## config.mk

```make
export PLATFORM = sky130hd
export DESIGN_NAME = btn_debounce_flat
export DESIGN_NICKNAME = d
export VERILOG_FILES = /design/src/rtl/btn_debounce_pkg.sv /design/src/rtl/btn_debounce_if.sv /design/src/rtl/btn_debounce_chan.sv /design/src/rtl/btn_debounce.sv /design/src/flat_wrapper.sv
export SDC_FILE = /design/constraint.sdc
export NUM_CORES = 1
export LEC_CHECK = 0
export CAP_MARGIN = 40
export CORE_MARGIN = 3
export CORE_UTILIZATION = 50
export DETAILED_ROUTE_END_ITERATION = 8
export GPL_TIMING_DRIVEN = 0
export PLACE_DENSITY = 0.68
export SETUP_SLACK_MARGIN = 0.4
export SKIP_CTS_REPAIR_TIMING = 1
export SLEW_MARGIN = 10
export SYNTH_ARGS = -nofsm -noshare
export SYNTH_HDL_FRONTEND = slang
export SYNTH_SLANG_ARGS = --single-unit
```

## constraint.sdc

```tcl
create_clock -name clock_50 -period 5.39 [get_ports clock_50]
set_clock_uncertainty 0.1 [all_clocks]
set_input_delay 1.078 -clock clock_50 [delete_from_list [all_inputs] [get_ports clock_50]]
set_output_delay 1.078 -clock clock_50 [all_outputs]
set_load 0.02 [all_outputs]
```

## src/rtl/btn_debounce_pkg.sv

```systemverilog
// Shared constants and helpers for the push-button / GPIO debouncer.
// Default debounce window is 10 ms at the 50 MHz board clock.
package btn_debounce_pkg;

    localparam int CLK_HZ                  = 32'd50_000_000;
    localparam int DEBOUNCE_MS_DEFAULT     = 32'd10;
    localparam int DEBOUNCE_CYCLES_DEFAULT = CLK_HZ / 32'd1000 * DEBOUNCE_MS_DEFAULT;

    // Bits needed to hold a stability count of 0..cycles.
    function automatic int cnt_width(input int cycles);
        return $clog2(cycles + 32'd1);
    endfunction

endpackage : btn_debounce_pkg

```

## src/rtl/btn_debounce_if.sv

```systemverilog
// Bundles the raw button inputs and the conditioned outputs of btn_debounce.
// master = the side that supplies raw inputs and consumes the clean outputs.
interface btn_debounce_if #(
    parameter int NUM_CH = 9
) ();

    logic [NUM_CH-1:0] btn_raw;
    logic [NUM_CH-1:0] btn_level;
    logic [NUM_CH-1:0] btn_rise;
    logic [NUM_CH-1:0] btn_fall;
    logic [NUM_CH-1:0] btn_toggle;

    modport master (
        output btn_raw,
        input  btn_level,
        input  btn_rise,
        input  btn_fall,
        input  btn_toggle
    );

    modport slave (
        input  btn_raw,
        output btn_level,
        output btn_rise,
        output btn_fall,
        output btn_toggle
    );

endinterface : btn_debounce_if

```

## src/rtl/btn_debounce_chan.sv

```systemverilog
// One debounce channel: synchroniser chain, saturating stability counter,
// registered level, one-cycle rise/fall pulses and an optional toggle latch.
// Toggle latch is built only when BTN_DEBOUNCE_TOGGLE_EN is defined.
module btn_debounce_chan
    import btn_debounce_pkg::*;
#(
    parameter int DEBOUNCE_CYCLES = DEBOUNCE_CYCLES_DEFAULT,
    parameter int SYNC_STAGES     = 2
) (
    input  logic clk,
    input  logic rst_n,
    input  logic raw_i,
    output logic level_o,
    output logic rise_o,
    output logic fall_o,
    output logic toggle_o
);

    localparam int            CW   = cnt_width(DEBOUNCE_CYCLES);
    localparam logic [CW-1:0] LAST = CW'(DEBOUNCE_CYCLES - 1);
    localparam logic [CW-1:0] ONE  = CW'(1);

    logic [SYNC_STAGES-1:0] sync_q, sync_d;
    logic [CW-1:0]          cnt_q, cnt_d;
    logic                   level_q, level_d;
    logic                   rise_q, rise_d;
    logic                   fall_q, fall_d;
    logic                   sync_s;

    assign sync_s = sync_q[SYNC_STAGES-1];

    // Shift the raw input into the synchroniser chain.
    always_comb begin
        sync_d = {sync_q[SYNC_STAGES-2:0], raw_i};
    end

    // Stability counter: any sample equal to the current level restarts the window.
    always_comb begin
        cnt_d   = cnt_q;
        level_d = level_q;
        rise_d  = 1'b0;
        fall_d  = 1'b0;
        if (sync_s == level_q) begin
            cnt_d = {CW{1'b0}};
        end else if (cnt_q == LAST) begin
            level_d = sync_s;
            cnt_d   = {CW{1'b0}};
            rise_d  = sync_s;
            fall_d  = ~sync_s;
        end else begin
            cnt_d = cnt_q + ONE;
        end
    end

    // State and output registers.
    always_ff @(posedge clk or negedge rst_n) begin
        if (!rst_n) begin
            sync_q  <= {SYNC_STAGES{1'b0}};
            cnt_q   <= {CW{1'b0}};
            level_q <= 1'b0;
            rise_q  <= 1'b0;
            fall_q  <= 1'b0;
        end else begin
            sync_q  <= sync_d;
            cnt_q   <= cnt_d;
            level_q <= level_d;
            rise_q  <= rise_d;
            fall_q  <= fall_d;
        end
    end

    assign level_o = level_q;
    assign rise_o  = rise_q;
    assign fall_o  = fall_q;

`ifdef BTN_DEBOUNCE_TOGGLE_EN
    logic toggle_q, toggle_d;

    // Flip the latch in the same cycle the rise pulse is registered.
    always_comb begin
        if (rise_d) begin
            toggle_d = ~toggle_q;
        end else begin
            toggle_d = toggle_q;
        end
    end

    // Toggle latch register.
    always_ff @(posedge clk or negedge rst_n) begin
        if (!rst_n) begin
            toggle_q <= 1'b0;
        end else begin
            toggle_q <= toggle_d;
        end
    end

    assign toggle_o = toggle_q;
`else
    assign toggle_o = 1'b0;
`endif

endmodule : btn_debounce_chan

```

## src/rtl/btn_debounce.sv

```systemverilog
// Multi-channel push-button / GPIO debouncer for the DE2-115 board.
// Each channel is an independent btn_debounce_chan instance.
// Optional toggle outputs: define BTN_DEBOUNCE_TOGGLE_EN.
module btn_debounce
    import btn_debounce_pkg::*;
#(
    parameter int NUM_CH          = 9,
    parameter int DEBOUNCE_CYCLES = DEBOUNCE_CYCLES_DEFAULT,
    parameter int SYNC_STAGES     = 2
) (
    input  logic         clock_50,
    input  logic         reset_n,
    btn_debounce_if.slave bus
);

    if (DEBOUNCE_CYCLES < 1) begin : g_bad_cycles
        $error("btn_debounce: DEBOUNCE_CYCLES must be >= 1");
    end
    if (SYNC_STAGES < 2) begin : g_bad_sync
        $error("btn_debounce: SYNC_STAGES must be >= 2");
    end

    logic [NUM_CH-1:0] level_s;
    logic [NUM_CH-1:0] rise_s;
    logic [NUM_CH-1:0] fall_s;
    logic [NUM_CH-1:0] toggle_s;

    for (genvar i = 0; i < NUM_CH; i++) begin : g_chan
        btn_debounce_chan #(
            .DEBOUNCE_CYCLES (DEBOUNCE_CYCLES),
            .SYNC_STAGES     (SYNC_STAGES)
        ) u_chan (
            .clk      (clock_50),
            .rst_n    (reset_n),
            .raw_i    (bus.btn_raw[i]),
            .level_o  (level_s[i]),
            .rise_o   (rise_s[i]),
            .fall_o   (fall_s[i]),
            .toggle_o (toggle_s[i])
        );
    end

    assign bus.btn_level  = level_s;
    assign bus.btn_rise   = rise_s;
    assign bus.btn_fall   = fall_s;
    assign bus.btn_toggle = toggle_s;

endmodule : btn_debounce

```

## src/flat_wrapper.sv

```systemverilog
// flat-port wrapper written by rule: the top's interface ports become plain ports
module btn_debounce_flat import btn_debounce_pkg::*;
#(
    parameter int NUM_CH          = 9,
    parameter int DEBOUNCE_CYCLES = DEBOUNCE_CYCLES_DEFAULT,
    parameter int SYNC_STAGES     = 2
)
  (clock_50, reset_n, bus_btn_raw, bus_btn_level, bus_btn_rise, bus_btn_fall, bus_btn_toggle);
  btn_debounce_if #(.NUM_CH(NUM_CH)) bus_i ();
  input  logic clock_50;
  input  logic reset_n;
  input wire logic [$bits(bus_i.btn_raw)-1:0] bus_btn_raw;
  output wire logic [$bits(bus_i.btn_level)-1:0] bus_btn_level;
  output wire logic [$bits(bus_i.btn_rise)-1:0] bus_btn_rise;
  output wire logic [$bits(bus_i.btn_fall)-1:0] bus_btn_fall;
  output wire logic [$bits(bus_i.btn_toggle)-1:0] bus_btn_toggle;
  assign bus_i.btn_raw = bus_btn_raw;
  assign bus_btn_level = bus_i.btn_level;
  assign bus_btn_rise = bus_i.btn_rise;
  assign bus_btn_fall = bus_i.btn_fall;
  assign bus_btn_toggle = bus_i.btn_toggle;
  btn_debounce #(.NUM_CH(NUM_CH), .DEBOUNCE_CYCLES(DEBOUNCE_CYCLES), .SYNC_STAGES(SYNC_STAGES)) u_core (.clock_50(clock_50), .reset_n(reset_n), .bus(bus_i));
endmodule
```

==> reports/metrics.cfg, run 1 <==
[worst_setup_path]
ff2ff_setup_slack_ns = 2.93
worstSetupEndpoint = bus_btn_level[6]
regToRegStartpoint = u_core.g_chan[2].u_chan.cnt_q[0]$_DFF_PN0_
crit_start = u_core.g_chan[6].u_chan.level_o$_DFFE_PN0P_
crit_type = flop to output port
crit_path_end_kind = output port
path_max_fanout = 5
r2r_end = u_core.g_chan[2].u_chan.cnt_q[12]$_DFF_PN0_
cp.arrival_ns = 1.66
ff2ff_path_depth = 7
startpoint_type = flop
cp.required_ns = 4.21

[sta]
finalHoldViolations = 0
slew_violations = 0
rsz0062_at_grt = no
period_needed_ns = 2.84
worstMarginPinSlew_ns = 0.800
finalSetupViolCount = 0
slew_headroom_pct = 46.7
fin_crit_sh_pct = 52.7
timing.fmax_mhz = 352

[logic_synthesis]
synth_top_cell_area_share_pct = 52.9
synth_edf_count = 0
synth_seq_cells = 216
netlist_instances = 1003
synthTopCellsByArea = dfrtp_1 (53%), xnor2_1 (5.9%), nor2_1 (4.6%), xor2_1 (4.2%), nand3_1 (2.9%)
ys_warn_count = 0
synth_commonest_cells = dfrtp_1 (216), nor2_1 (124), xnor2_1 (69)
ys.flop_type = dfrtp_1
syn-cell-area_um2 = 10200
synth_top_area_cell = dfrtp_1
ys_types = 36
synth.avg_cell_area_um2 = 10.2
ys_seq_area_share_pct = 52.9
async_flop_share_pct = 100
yosysMostFrequentCell = dfrtp_1

[pwr]
powerDensity_nw_per_um2 = 288
power.internal_uw = 2680
power.switching_uw = 711
pwr-share-clk_pct = 47.6
pwr-share-seq_pct = 49.2
power_frac_comb_pct = 3.2
p_sw_share_pct = 21.0
irDropWorstVdd_uv = 240
p_leak_uw = 0.00480

[cts]
clkLatencyLatePin_ns = 0.51
cts_tree = built
clock_sinks = 216
clock_path_buffers = 3
clkTransAtPathRegs_ns = 0.06
cts_made_buffers = 24
h-tree-depth = 1
clockRootBuffer = clkbuf_16

[cells_and_area]
nets = 1096
drive_above_1_share_pct = 9.54
finish.instance_area_um2 = 11800
n_antenna_cell = 0
syn_to_final_growth_pct = 15.3
stdcell_count = 1355

[global_routing]
first_global_vias = 7115
grt_max_degree = 112
antenna_found_initial = 0
grt_pass1_wl_um = 32200
grtUsageTotal_pct = 16.8
grt-ovfl-total = 0

[place]
routabilityCongestion = 0.793
dp_hpwl_um = 11800
io_buffers = 37
dpl.cell_count = 1315
place_area_um2 = 11000

[routing]
viasPerCell = 5.38
drc_errors = 0
wl_per_cell_um = 13.4
drt_wl_total_um = 18200
postRouteAntennaNets = 0
drtIter0Drc = 317
vias = 7284
first_pass_iters = 4

[job]
max-cap-violations = 0

[floorplan]
core_um2 = 19800
num_rows = 51
die_h_um = 149
die_w_um = 149
ioPinCount = 47
start_util_pct = 51.7
dieArea_um2 = 22200

[min_path]
hold_depth = 0
hold_path_class = flop to flop

[status]
status = complete, no violations

final cells by class:
cell class | instances | area [µm²]
buffer | 58 | 357
multi-input combinational | 715 | 4410
clock inverter | 7 | 85.1
clock buffer | 33 | 706
fill | 1642 | 8000
sequential | 216 | 5410
tap | 265 | 332
inverter | 22 | 82.6
timing repair buffer | 39 | 408
worst min-delay path by stage:
stage	startpoint	slack (ns)	to
floorplan	u_core.g_chan[0].u_chan.sync_q[0]$_DFF_PN0_	0.23	u_core.g_chan[0].u_chan.sync_q[1]$_DFF_PN0_
global placement	u_core.g_chan[6].u_chan.sync_q[0]$_DFF_PN0_	0.23	u_core.g_chan[6].u_chan.sync_q[1]$_DFF_PN0_
detailed placement	u_core.g_chan[6].u_chan.sync_q[0]$_DFF_PN0_	0.23	u_core.g_chan[6].u_chan.sync_q[1]$_DFF_PN0_
CTS	u_core.g_chan[6].u_chan.sync_q[0]$_DFF_PN0_	0.25	u_core.g_chan[6].u_chan.sync_q[1]$_DFF_PN0_
global route	u_core.g_chan[2].u_chan.sync_q[0]$_DFF_PN0_	0.25	u_core.g_chan[2].u_chan.sync_q[1]$_DFF_PN0_
finish	u_core.g_chan[6].u_chan.sync_q[0]$_DFF_PN0_	0.25	u_core.g_chan[6].u_chan.sync_q[1]$_DFF_PN0_
sequential cells by signal, indices dropped and copies added, names as in the netlist:
register	flops
u_core.g_chan.u_chan.level_o	9
u_core.g_chan.u_chan.cnt_q	171
u_core.g_chan.u_chan.rise_o	9
u_core.g_chan.u_chan.sync_q	18
u_core.g_chan.u_chan.fall_o	9
stage by stage:
step / hold slack, ns / total power, µW / setup slack [ns] / setup TNS (ns) / util [%]
finish: 0.246 / 3390 / 2.55 / 0 / 59.6
detailed placement: 0.235 / 1810 / 2.90 / 0 / 55.6
global route: 0.251 / 3530 / 2.46 / 0 / 59.6
global placement: 0.232 / 1800 / -6.00 / -1293.51 / 55.4
CTS: 0.248 / 3450 / 2.52 / 0 / 59.6
floorplan: 0.231 / 1750 / 3.27 / 0 / -
power groups by stage:
stage	combinational (µW)	clock, µW	sequential [µW]
global placement	107	0	1700
CTS	112	1670	1670
global route	125	1730	1670
finish	107	1620	1670
detailed placement	111	0	1700
floorplan	54.5	0	1690
placed cells by master (no fill, tap or decap), types with 3 or more instances in the layout:
cell type / n
nor4bb_1: 3
nand4_1: 46
clkbuf_8: 5
clkbuf_1: 22
and2_1: 11
or4_1: 26
inv_1: 22
or2_2: 7
nand3b_1: 3
nand3_1: 60
nor4_1: 24
nand2_1: 56
clkinv_2: 5
buf_2: 4
clkdlybuf4s50_1: 36
o21ai_1: 6
nor2_1: 124
conb_1: 9
xnor2_1: 69
o21ai_0: 23
and3_1: 18
xor2_1: 49
dfrtp_1: 216
and4_1: 14
ha_1: 9
or4b_2: 3
buf_4: 36
nor4b_1: 9
nor3b_1: 20
nor3_1: 16
o31ai_1: 19
clkbuf_16: 25
or3_1: 30
mux2_2: 9
a21oi_1: 44
cells by family after synthesis:
logic type / after synthesis / share of synthesized area [%]
multiplexers: 9 / 0.991
AO/OA/AOI/OAI: 97 / 5.47
AND/OR/NAND/NOR: 473 / 25.1
XOR/XNOR: 118 / 10.1
other: 1 / 0.0367
adder cells (fa/ha/maj): 9 / 1.10
buffers and inverters: 80 / 4.30
flip-flops: 216 / 52.9
metal layers:
layer / wire length, µm / track usage [%]
met2: 8150 / 26.5
met5: 0 / 0
met1: 8930 / 23.9
met4: 375 / 5.08
met3: 724 / 3.25
worst max-delay path, stage by stage, from the launching register on:
cell and delay, ns:
dfrtp_1 0.42, buf_4 0.13, clkdlybuf4s50_1 0.60
No activity file was read; power rests on OpenSTA's default activity.
==> run 2, diff against run 1 <==
Clock period 5.39 ns to 2.95 ns, I/O delays scaled along.
==> run 2 against run 1 <==
  * Sequential share of layout area is essentially flat
  * Via count increased by 0.19%
  * Critical path depth unchanged
  * Clock power increased by 82%
  * Routed wire length about the same
  * Core utilization increased by 0.063 points
  * Non-clock buffer count unchanged
  * Total power is 83% higher
  * Combinational power is 84% higher
  * Die area unchanged
  * Register-to-register slack worse by 2.3 ns
  * Critical path type unchanged
  * Critical endpoint is now bus_btn_level[0]
==> reports/metrics.cfg, run 2 (synthesis results as in run 1) <==
[routing]
drc_errors = 0  ; unchanged
vias = 7298  ; +0.19%
postRouteAntennaNets = 0  ; unchanged
drt_wl_total_um = 18200  ; about the same
first_pass_iters = 4  ; unchanged
wl_per_cell_um = 13.4  ; about the same
drtIter0Drc = 341  ; +7.6%
viasPerCell = 5.39  ; +0.19%

[global_routing]
first_global_vias = 7115  ; unchanged
grt_pass1_wl_um = 32200  ; unchanged
antenna_found_initial = 0  ; unchanged
grt-ovfl-total = 0  ; unchanged
grt_max_degree = 112  ; unchanged
grtUsageTotal_pct = 16.8  ; unchanged

[floorplan]
dieArea_um2 = 22200  ; unchanged
die_w_um = 149  ; unchanged
ioPinCount = 47  ; unchanged
die_h_um = 149  ; unchanged
num_rows = 51  ; unchanged
start_util_pct = 51.7  ; unchanged
core_um2 = 19800  ; unchanged

[cells_and_area]
drive_above_1_share_pct = 9.91  ; +0.37 points
fillCellCount = 1639  ; -0.18%
layout_commonest_cell = dfrtp_1
stdcell_count = 1355  ; unchanged
reg.largest.list = u_core.g_chan.u_chan.cnt_q (171), u_core.g_chan.u_chan.sync_q (18)
regMostFlops = u_core.g_chan.u_chan.cnt_q
syn_to_final_growth_pct = 15.4
final_cell_mix = dfrtp_1 (216), nor2_1 (124), xnor2_1 (69)
regArea_um2 = 5410  ; unchanged
nets = 1096  ; unchanged
multiInputGateArea_um2 = 4420  ; +0.26%
largest_reg_flops = 171  ; unchanged
n_antenna_cell = 0  ; unchanged

[cts]
clock_sinks = 216  ; unchanged
clockRootBuffer = clkbuf_16
clock_path_buffers = 3  ; unchanged
clkLatencyLatePin_ns = 0.51  ; about the same
clkTransAtPathRegs_ns = 0.06  ; about the same
h-tree-depth = 1  ; unchanged
cts_tree = built
cts_made_buffers = 24  ; unchanged

[status]
status = complete, no violations

[place]
io_buffers = 37  ; unchanged
routabilityCongestion = 0.793  ; unchanged
dp_hpwl_um = 11800  ; unchanged
dpl.cell_count = 1315  ; unchanged

[worst_setup_path]
path_max_fanout = 5  ; unchanged
cp.required_ns = 2.26  ; -1.95 ns
slowest_delay_ns = 0.63  ; +0.03 ns
regToRegStartpoint = u_core.g_chan[2].u_chan.cnt_q[0]$_DFF_PN0_
crit_path_end_kind = output port
slowest_stage = clkdlybuf4s50_1
crit_start = u_core.g_chan[0].u_chan.level_o$_DFFE_PN0P_
cp_cell_sequence = buf_4, clkdlybuf4s50_1
crit_type = flop to output port
r2r_end = u_core.g_chan[2].u_chan.cnt_q[12]$_DFF_PN0_
ff2ff_setup_slack_ns = 0.63  ; -2.30 ns
startpoint_type = flop
cp.arrival_ns = 1.66  ; about the same
ff2ff_path_depth = 7  ; unchanged

[sta]
whs_ns = 0.0236  ; -0.223 ns
finalSetupTns_ns = 0  ; unchanged
worstMarginPinSlew_ns = 0.801  ; +0.000612 ns
rsz0062_at_grt = yes
timing.fmax_mhz = 425
finalSetupViolCount = 0  ; unchanged
finalHoldViolations = 0  ; unchanged
slew_headroom_pct = 46.6  ; about the same
slew_violations = 0  ; unchanged
period_needed_ns = 2.35
fin_crit_sh_pct = 79.8

[pwr]
powerDensity_nw_per_um2 = 525  ; +83%
irDropWorstVdd_uv = 439  ; +83%
p_leak_uw = 0.00481  ; +0.15%

[job]
max-cap-violations = 0  ; unchanged

[min_path]
hold_path_class = primary input to async pin

==> run 2: worst max path at each step <==
stage / slack [ns] / end
global route: 0.40 / u_core.g_chan[2].u_chan.cnt_q[12]$_DFF_PN0_
CTS: 0.46 / u_core.g_chan[2].u_chan.cnt_q[12]$_DFF_PN0_
global placement: -7.96 / u_core.g_chan[5].u_chan.cnt_q[7]$_DFF_PN0_
floorplan: 0.83 / u_core.g_chan[1].u_chan.cnt_q[10]$_DFF_PN0_
detailed placement: 0.46 / u_core.g_chan[2].u_chan.cnt_q[12]$_DFF_PN0_
finish: 0.60 / bus_btn_level[0]
==> run 2: metal layers <==
metal | vias up | part of all wire [%] | global-route usage, %
li1 | 3680 | - | -
met1 | 3495 | 49 | 23.9
met2 | 95 | 45 | 26.5
met3 | 28 | 3.9 | 3.25
met4 | 0 | 2.2 | 5.08
met5 | - | 0 | 0
==> run 2: through the flow <==
stage	total power, µW	setup slack (ns)	cell area, µm²	utilization [%]
floorplan	3190	0.826	10300	-
global placement	3300	-7.96	11000	55.4
detailed placement	3300	0.458	11000	55.6
CTS	6310	0.461	11800	59.6
global route	6440	0.397	11800	59.6
finish	6200	0.596	11800	59.6
==> run 2: worst max-delay path: cells and delay by family, from the launching register on <==
family | cells | cell delay (ns)
flip-flops | 1 | 0.40
buffers and inverters | 2 | 0.76
==> run 2: area by class of cell <==
cell class                 count  share of cell area [%]
tap                          265                    2.81
clock buffer                  33                    5.98
timing repair buffer          39                    3.46
buffer                        58                    3.03
multi-input combinational    715                    37.5
clock inverter                 7                   0.721
inverter                      22                   0.700
sequential                   216                    45.8
==> run 2: power by group <==
part,internal [µW],total (µW),switching (µW)
clock network,1830,2950,1120
registers,3010,3050,41.5
logic,63.1,197,134
total,4900,6200,1300
